$ cat src/rtl/seg_scan_driver_pkg.sv
// seg_pkg: shared types and active-low segment codes for the scan driver.
// Codes are ordered {g,f,e,d,c,b,a}; a cleared bit lights the segment.
package seg_pkg;

  typedef logic [3:0] digit_t;

  localparam logic [6:0] SEG_0 = 7'b1000000;
  localparam logic [6:0] SEG_1 = 7'b1111001;
  localparam logic [6:0] SEG_2 = 7'b0100100;
  localparam logic [6:0] SEG_3 = 7'b0110000;
  localparam logic [6:0] SEG_4 = 7'b0011001;
  localparam logic [6:0] SEG_5 = 7'b0010010;
  localparam logic [6:0] SEG_6 = 7'b0000010;
  localparam logic [6:0] SEG_7 = 7'b1111000;
  localparam logic [6:0] SEG_8 = 7'b0000000;
  localparam logic [6:0] SEG_9 = 7'b0010000;
  localparam logic [6:0] SEG_A = 7'b0001000;
  localparam logic [6:0] SEG_B = 7'b0000011;
  localparam logic [6:0] SEG_C = 7'b1000110;
  localparam logic [6:0] SEG_D = 7'b0100001;
  localparam logic [6:0] SEG_E = 7'b0000110;
  localparam logic [6:0] SEG_F = 7'b0001110;

  localparam logic [6:0] SEG_BLANK = 7'h7F;
  localparam logic [3:0] AN_OFF    = 4'b1111;

endpackage

$ cat src/rtl/seg_scan_driver_if.sv
// seg_scan_if: phase/load inputs and display outputs of the scan driver.
// master = upstream/host side, slave = seg_scan_driver.
interface seg_scan_if;
  logic [1:0]  count;
  logic        load;
  logic [15:0] value;
  logic        pending;
  logic        frame_done;
  logic [3:0]  an;
  logic [6:0]  seg;

  modport master (
    output count, load, value,
    input  pending, frame_done, an, seg
  );

  modport slave (
    input  count, load, value,
    output pending, frame_done, an, seg
  );
endinterface

$ cat src/rtl/seg_scan_driver_hex_to_seg.sv
// hex_to_seg: combinational hex digit to active-low 7-segment decoder.
// Ports: d (4-bit digit in), seg (7-bit {g..a} out).
module hex_to_seg
  import seg_pkg::*;
(
  input  digit_t     d,
  output logic [6:0] seg
);

  always_comb begin
    seg = SEG_BLANK;
    unique case (d)
      4'h0: seg = SEG_0;
      4'h1: seg = SEG_1;
      4'h2: seg = SEG_2;
      4'h3: seg = SEG_3;
      4'h4: seg = SEG_4;
      4'h5: seg = SEG_5;
      4'h6: seg = SEG_6;
      4'h7: seg = SEG_7;
      4'h8: seg = SEG_8;
      4'h9: seg = SEG_9;
      4'hA: seg = SEG_A;
      4'hB: seg = SEG_B;
      4'hC: seg = SEG_C;
      4'hD: seg = SEG_D;
      4'hE: seg = SEG_E;
      4'hF: seg = SEG_F;
    endcase
  end

endmodule

$ cat src/rtl/seg_scan_driver.sv
// seg_scan_driver: 4-digit 7-seg scanner, frame-synchronous value commit.
// Ports: clk, reset (async high), bus (seg_scan_if.slave). SEG_SCAN_LZB_EN.
module seg_scan_driver
  import seg_pkg::*;
(
  input  logic     clk,
  input  logic     reset,
  seg_scan_if.slave bus
);

  logic [15:0] staging;
  logic [15:0] shadow;
  logic [15:0] shadow_nx;
  logic [1:0]  prev_count;
  logic        pend_q;
  logic        fd_q;
  logic [3:0]  an_q;
  logic [6:0]  seg_q;
  logic        wrap;
  logic        blank;
  digit_t      digit;
  logic [6:0]  dec;

  assign wrap = (prev_count == 2'd3)
             && (bus.count == 2'd0);

  // Display path looks at the value that will
  // be shown after this edge, so a commit shows
  // up on digit 0 in the very next cycle.
  always_comb begin
    shadow_nx = shadow;
    if (wrap) begin
      if (bus.load)
        shadow_nx = bus.value;
      else if (pend_q)
        shadow_nx = staging;
    end
  end

  assign digit = shadow_nx[{bus.count, 2'b00} +: 4];

  hex_to_seg u_dec (
    .d   (digit),
    .seg (dec)
  );

`ifdef SEG_SCAN_LZB_EN
  always_comb begin
    blank = 1'b0;
    unique case (bus.count)
      2'd0: blank = 1'b0;
      2'd1: blank = (shadow_nx[15:4]  == 12'd0);
      2'd2: blank = (shadow_nx[15:8]  == 8'd0);
      2'd3: blank = (shadow_nx[15:12] == 4'd0);
    endcase
  end
`else
  assign blank = 1'b0;
`endif

  always_ff @(posedge clk or posedge reset) begin
    if (reset) begin
      staging    <= '0;
      shadow     <= '0;
      prev_count <= '0;
      pend_q     <= 1'b0;
      fd_q       <= 1'b0;
      an_q       <= AN_OFF;
      seg_q      <= SEG_BLANK;
    end else begin
      prev_count <= bus.count;
      fd_q       <= wrap;
      shadow     <= shadow_nx;
      if (bus.load)
        staging <= bus.value;
      if (wrap)
        pend_q <= 1'b0;
      else if (bus.load)
        pend_q <= 1'b1;
      if (blank) begin
        an_q  <= AN_OFF;
        seg_q <= SEG_BLANK;
      end else begin
        an_q  <= ~(4'b0001 << bus.count);
        seg_q <= dec;
      end
    end
  end

  assign bus.pending    = pend_q;
  assign bus.frame_done = fd_q;
  assign bus.an         = an_q;
  assign bus.seg        = seg_q;

endmodule

$ cat src/flat_wrapper.sv
// flat-port wrapper written by rule: the top's interface ports become plain ports
module seg_scan_driver_flat import seg_pkg::*;
  (clk, reset, bus_count, bus_load, bus_value, bus_pending, bus_frame_done, bus_an, bus_seg);
  seg_scan_if bus_i ();
  input  logic clk;
  input  logic reset;
  input wire logic [$bits(bus_i.count)-1:0] bus_count;
  input wire logic [$bits(bus_i.load)-1:0] bus_load;
  input wire logic [$bits(bus_i.value)-1:0] bus_value;
  output wire logic [$bits(bus_i.pending)-1:0] bus_pending;
  output wire logic [$bits(bus_i.frame_done)-1:0] bus_frame_done;
  output wire logic [$bits(bus_i.an)-1:0] bus_an;
  output wire logic [$bits(bus_i.seg)-1:0] bus_seg;
  assign bus_i.count = bus_count;
  assign bus_i.load = bus_load;
  assign bus_i.value = bus_value;
  assign bus_pending = bus_i.pending;
  assign bus_frame_done = bus_i.frame_done;
  assign bus_an = bus_i.an;
  assign bus_seg = bus_i.seg;
  seg_scan_driver u_core (.clk(clk), .reset(reset), .bus(bus_i));
endmodule
$ cat config.mk
export PLATFORM = sky130hd
export DESIGN_NAME = seg_scan_driver_flat
export DESIGN_NICKNAME = d
export VERILOG_FILES = /design/src/rtl/seg_scan_driver_pkg.sv /design/src/rtl/seg_scan_driver_if.sv /design/src/rtl/seg_scan_driver_hex_to_seg.sv /design/src/rtl/seg_scan_driver.sv /design/src/flat_wrapper.sv
export SDC_FILE = /design/constraint.sdc
export NUM_CORES = 1
export LEC_CHECK = 0
export BUFFER_PORTS_ARGS = -buffer_cell sky130_fd_sc_hd__buf_2
export CAP_MARGIN = 30
export CORE_AREA = 2 2 122 65
export CTS_CLUSTER_SIZE = 28
export DETAILED_ROUTE_END_ITERATION = 16
export DIE_AREA = 0 0 124 67
export GPL_ROUTABILITY_DRIVEN = 1
export SETUP_SLACK_MARGIN = 0.02
export SYNTH_ARGS = -nofsm -noshare
export SYNTH_HDL_FRONTEND = slang
export SYNTH_HIERARCHICAL = 1
export SYNTH_SLANG_ARGS = --single-unit
export TNS_END_PERCENT = 20
$ cat constraint.sdc
create_clock -name clk -period 6.4 [get_ports clk]
set_input_delay 1.28 -clock clk [delete_from_list [all_inputs] [get_ports clk]]
set_output_delay 1.28 -clock clk [all_outputs]
set_load 0.005 [all_outputs]
== Yosys cells after proc, flatten, opt, wreduce, memory -nomap -nowiden ==
Memory sizes are Yosys's and may differ from the RTL's. A register that Yosys moved wholly into a read port is not among the register bits.
Cells that the tools add are included.

* Eq/ne operators: 1
* Multiplexer cells: 5
* Bitwise operators: 1
* Reduce and logical (&&, ||, !) cells: 3
* Shifts and indexed selects: 2

{| class="wikitable"
|+ Operators by type and width
! cell !! number
|-
| two-way mux 16 bit || 3
|-
| variable part select 16 x 5 -> 4 bit || 1
|-
| inverter 4 bit || 1
|-
| << shifter 1 x 2 -> 4 bit (first input constant) || 1
|-
| equality test 2 bit (second input constant) || 1
|-
| logical NOT 2 bit || 1
|-
| two-way mux 1 bit || 2
|-
| nonzero test 2 bit || 1
|-
| logical AND 1 bit || 1
|}

* Output and inout port bits: 13
* Input bits: 21
* Register bits after elaboration: 40
* Word-level logic and storage cells: 19
* ROM bits: 112
* Memories: 1

{| class="wikitable"
|+ Memories
! memory !! words !! width !! rd ports !! clocked after memory_dff !! write ports !! line !! text
|-
| (name not given) || 16 || 7 || 1 || 1 || 0 || seg_scan_driver_hex_to_seg.sv:12 || <nowiki>unique case (d)</nowiki>
|}

== Depth between registers and ports, before layout ==
* Depth after elaboration: 4
* Depth in mapped cells: 13
* Gate-level depth less buffers: 9

== Hierarchy ==
The synthesis kept the hierarchy.

{| class="wikitable"
|+ By module, submodules not included
! module !! area each (µm²) !! times used !! sequential area each (µm²) !! cells each
|-
| seg_scan_driver || 1830.5 || 1 || 1189.9 || 111
|-
| hex_to_seg || 275.3 || 1 || 0.0 || 32
|}

== Worst setup path before layout ==
No wires, ideal clock.

* Path kind: input -> register
* Start point: input bus_count[0]
* End point: register u_core.seg_q[0] (netlist: u_core/bus.seg[0])
* Path buffers: 3
* Path slack: 2.453 ns
* Arrival: 3.868 ns
* Stages: 12
* Setup time: 0.079 ns
* Data required time: 6.321 ns
* Cell sequence: buf_4 -> nor4bb_4 -> buf_6 -> and2b_1 -> buf_6 -> mux2_2 -> mux4_2 -> inv_1 -> ha_1 -> and2b_2 -> or3b_1 -> o21ai_0

* Cells in the longest elaborated chain, start to end: 4

{| class="wikitable"
|+ RTL lines
! item !! line !! text
|-
| from (decl) || flat_wrapper.sv:7 || <nowiki>input wire logic [$bits(bus_i.count)-1:0] bus_count;</nowiki>
|-
| logical NOT 2 bit || seg_scan_driver.sv:25 || <nowiki>&& (bus.count == 2'd0);</nowiki>
|-
| logical AND 1 bit || seg_scan_driver.sv:25 ||
|-
| net u_core.wrap || seg_scan_driver.sv:19 || <nowiki>logic wrap;</nowiki>
|-
| two-way mux 16 bit || seg_scan_driver.sv:32 || <nowiki>if (wrap) begin</nowiki>
|-
| net u_core.shadow_nx[1] || seg_scan_driver.sv:13 || <nowiki>logic [15:0] shadow_nx;</nowiki>
|-
| variable part select 16 x 5 -> 4 bit || seg_scan_driver.sv:40 || <nowiki>assign digit = shadow_nx[{bus.count, 2'b00} +: 4];</nowiki>
|-
| net u_core.digit[1] || seg_scan_driver.sv:21 || <nowiki>digit_t digit;</nowiki>
|-
| to (decl) || seg_scan_driver.sv:18 || <nowiki>logic [6:0] seg_q;</nowiki>
|}

The timed path passes the listed nets, and every way through them passes these cells.
A chain may end at the register's enable or synchronous reset.

== Worst setup path after layout ==
* Start point: input bus_count[1]
* End point: register u_core.seg_q[0] (netlist: u_core/bus.seg[0])

* Cells in the longest elaborated chain, start to end: 4

{| class="wikitable"
|+ RTL lines
! item !! line
|-
| logical NOT 2 bit || seg_scan_driver.sv:25
|-
| logical AND 1 bit || seg_scan_driver.sv:25
|-
| two-way mux 16 bit || seg_scan_driver.sv:32
|-
| net u_core.shadow_nx[1] || seg_scan_driver.sv:13
|-
| variable part select 16 x 5 -> 4 bit || seg_scan_driver.sv:40
|-
| net u_core.digit[1] || seg_scan_driver.sv:21
|}

The timed path passes the listed nets, and every way through them passes these cells.

==> impl_metrics.ini <==
[run]
maxCapViolCount = 0

[pwr]
p_seq_share_pct = 43.6
p_sw_w = 0.000226
combinationalPowerShare_pct = 22.8
p_clk_share_pct = 33.6
leakage_nw = 1.12
internal-power_w = 0.000667
switching_share_pct = 25.3
power_density_nw_per_um2 = 357
ir_drop_v = 0.000118

[routing]
first_iter_violations = 34
drc = 0
wl_per_cell_um = 15.0
routed_wirelength_mm = 4.07
detail-route-antenna-nets = 0
routed_via_density = 4.32
drt_first_pass_iters = 4
vias = 1174

[cells_and_area]
seq_area_um2 = 1190
fill_cells = 729
antennaDiodeCount = 0
multi_input_area_um2 = 801
fin_util_pct = 34.9
layout-drive-gt1-share_pct = 52.8
area.growth.synth_to_final_pct = 18.7
nets = 203

[die]
die_area_um2 = 8310
start_util_pct = 29.4
io_pins = 34
die_h_um = 67
coreArea_um2 = 7160
fp-row-count = 22
die_w_um = 124

[timing]
clock-skew-final_ns = 0.00763
tns_ns = 0
setup_ws_ns = 2.03
fin_crit_ns = 4.37
slew_violations = 0
period_share_pct = 68.2
setup_violations = 0
tightest_slew_ns = 0.714
rsz0062_at_grt = no
relSlewSlack_pct = 52.4
timing.fmax_ghz = 0.229
finalHoldViolCount = 0

[yosys]
ys_ff_latch = 47
yosysMostFrequentCell = dfrtp_1
synth_top_area_share_pct = 42.8
synth_cells = 143
synth_commonest_cells = 36 x dfrtp_1, 29 x mux2_2, 11 x dfstp_2
synth_ff_type = dfrtp_1
async_flop_share_pct = 100
synth.area.top_cells = dfrtp_1 43%, mux2_2 16%, dfstp_2 14%, mux4_2 4.3%, ha_1 4.2%
synth_fp_nets = 171
ys_warn_count = 6
synth-edff-count = 0
synth_cell_types = 29
synth_area_um2 = 2110
syn_avg_cell_area_um2 = 14.7
seq_area_frac_synth_pct = 56.5
synth_top_cell_by_area = dfrtp_1

[placed_design]
numPortBuffers = 33
gp_congestion = 0.753
hpwl_mm = 3.04
pre_cts_slack_ns = 1.70

[clock_tree]
clk_pin_slew_ns = 0.06
cts_max_level = 2
clk_latency_ns = 0.29
ctsLongestPathBuffers = 2
cts_setup_buffers = 0
post_cts_resized = 0
cts_tree = done
cts_buffers = 5
postCtsHoldBufs = 0
cts_num_sinks = 47
cts_root_buf = clkbuf_16

[grt]
grt_pass1_wl_mm = 6.66
grt_max_degree = 40
grt_antenna_before_repair = 0
grt-ovfl-total = 0
grt_pass1_vias = 1204
track_usage_pct = 11.2

[setup_path]
worstSetupStartpoint = bus_count[1]
cp-end-kind = register
rr_startpoint = u_core/prev_count[1]
critPathLaunchType = input pin
worst-setup-path-type = input pin to register
cp_data_required_time_ns = 6.60
crit_arrival_ns = 4.57
worstPathMaxFanout = 16

[worst_hold_path]
min_path_type = register to register
hold_start = u_core/staging[0]

[status]
status = completed
==> per-stage QoR <==
step	power (W)	hold WS, ns	std cells	area [um2]
3_3_place_gp	0.000595	0.480	263	2310
2_1_floorplan	0.000538	0.468	143	2110
3_5_place_dp	0.000601	0.483	264	2330
6_report	0.000893	0.494	272	2500
5_1_grt	0.000949	0.509	272	2500
4_1_cts	0.000906	0.499	272	2500
==> worst max-delay path, cell delays in order <==
cell      delay [ns]
buf_2           0.19
nor4bb_4        0.46
and2b_1         0.66
mux2_2          0.42
mux4_2          0.52
inv_1           0.16
ha_1            0.19
and2b_2         0.22
or3b_1          0.36
o21ai_0         0.09
==> placed cells by master, fill, tap and decap left out <==
cell / count
mux2_2: 29
ha_1: 7
buf_2: 33
a21oi_1: 4
or3b_1: 1
a211o_1: 1
mux4_2: 4
bufinv_16: 1
clkbuf_16: 5
and2b_2: 1
dfrtp_1: 36
o211ai_1: 1
nor4bb_4: 1
and2b_1: 1
clkbuf_8: 1
a32o_1: 1
nand2_1: 5
o21ai_0: 3
clkinv_2: 1
o22ai_2: 3
buf_12: 1
or2_2: 1
dfstp_2: 11
mux4_1: 1
a22o_1: 2
nor2_1: 7
nand2b_1: 2
inv_2: 1
inv_1: 7
mux2i_1: 4
==> sequential cells by signal, indices dropped and copies added, names as in the netlist <==
name	cells
u_core/bus.an	4
u_core/bus.frame_done	1
u_core/bus.pending	1
u_core/bus.seg	7
u_core/prev_count	2
u_core/shadow	16
u_core/staging	16
==> power by group through the flow <==
stage	logic [W]	clock network (W)	registers [W]
3_3_place_gp	0.000200	0	0.000395
4_1_cts	0.000207	0.000309	0.000390
6_report	0.000203	0.000300	0.000390
3_5_place_dp	0.000206	0	0.000396
5_1_grt	0.000228	0.000325	0.000395
2_1_floorplan	0.000146	0	0.000393
==> layout make-up <==
cell class / instances / share of cell area [%]
Clock inverter: 2 / 1.40
Inverter: 8 / 1.20
Clock buffer: 6 / 5.56
Timing Repair Buffer: 34 / 7.41
Multi-Input combinational cell: 79 / 32.0
Tap cell: 96 / 4.80
Sequential cell: 47 / 47.6
==> worst paths after layout <==
kind	slack (ns)	cells after the start	end
hold reg to reg	0.49	1	u_core/staging[0]
max in group asynchronous	4.97	3	u_core/bus.seg[1]
setup / recovery	2.03	10	u_core/bus.seg[0]
hold / removal	0.49	1	u_core/staging[0]
setup reg to reg	2.88	9	u_core/bus.seg[0]
min in group asynchronous	0.90	2	u_core/staging[1]
==> metal layers <==
| metal | GRT usage, % | share of wire (%) |
|---|---|---|
| met1 | 16.9 | 55 |
| met2 | 14.1 | 37 |
| met3 | 4.97 | 6.7 |
| met4 | 2.81 | 0.81 |
| met5 | 0 | 0 |
==> cell families after synthesis <==
family / Yosys count / share of synthesized area (%)
AO/OA/AOI/OAI: 15 / 5.53
AND/OR/NAND/NOR: 19 / 5.41
flip-flops: 47 / 56.5
buffers and inverters: 17 / 5.47
multiplexers: 38 / 22.9
adder cells (fa/ha/maj): 7 / 4.16
Note: power is estimated with default switching activity, not from simulation.
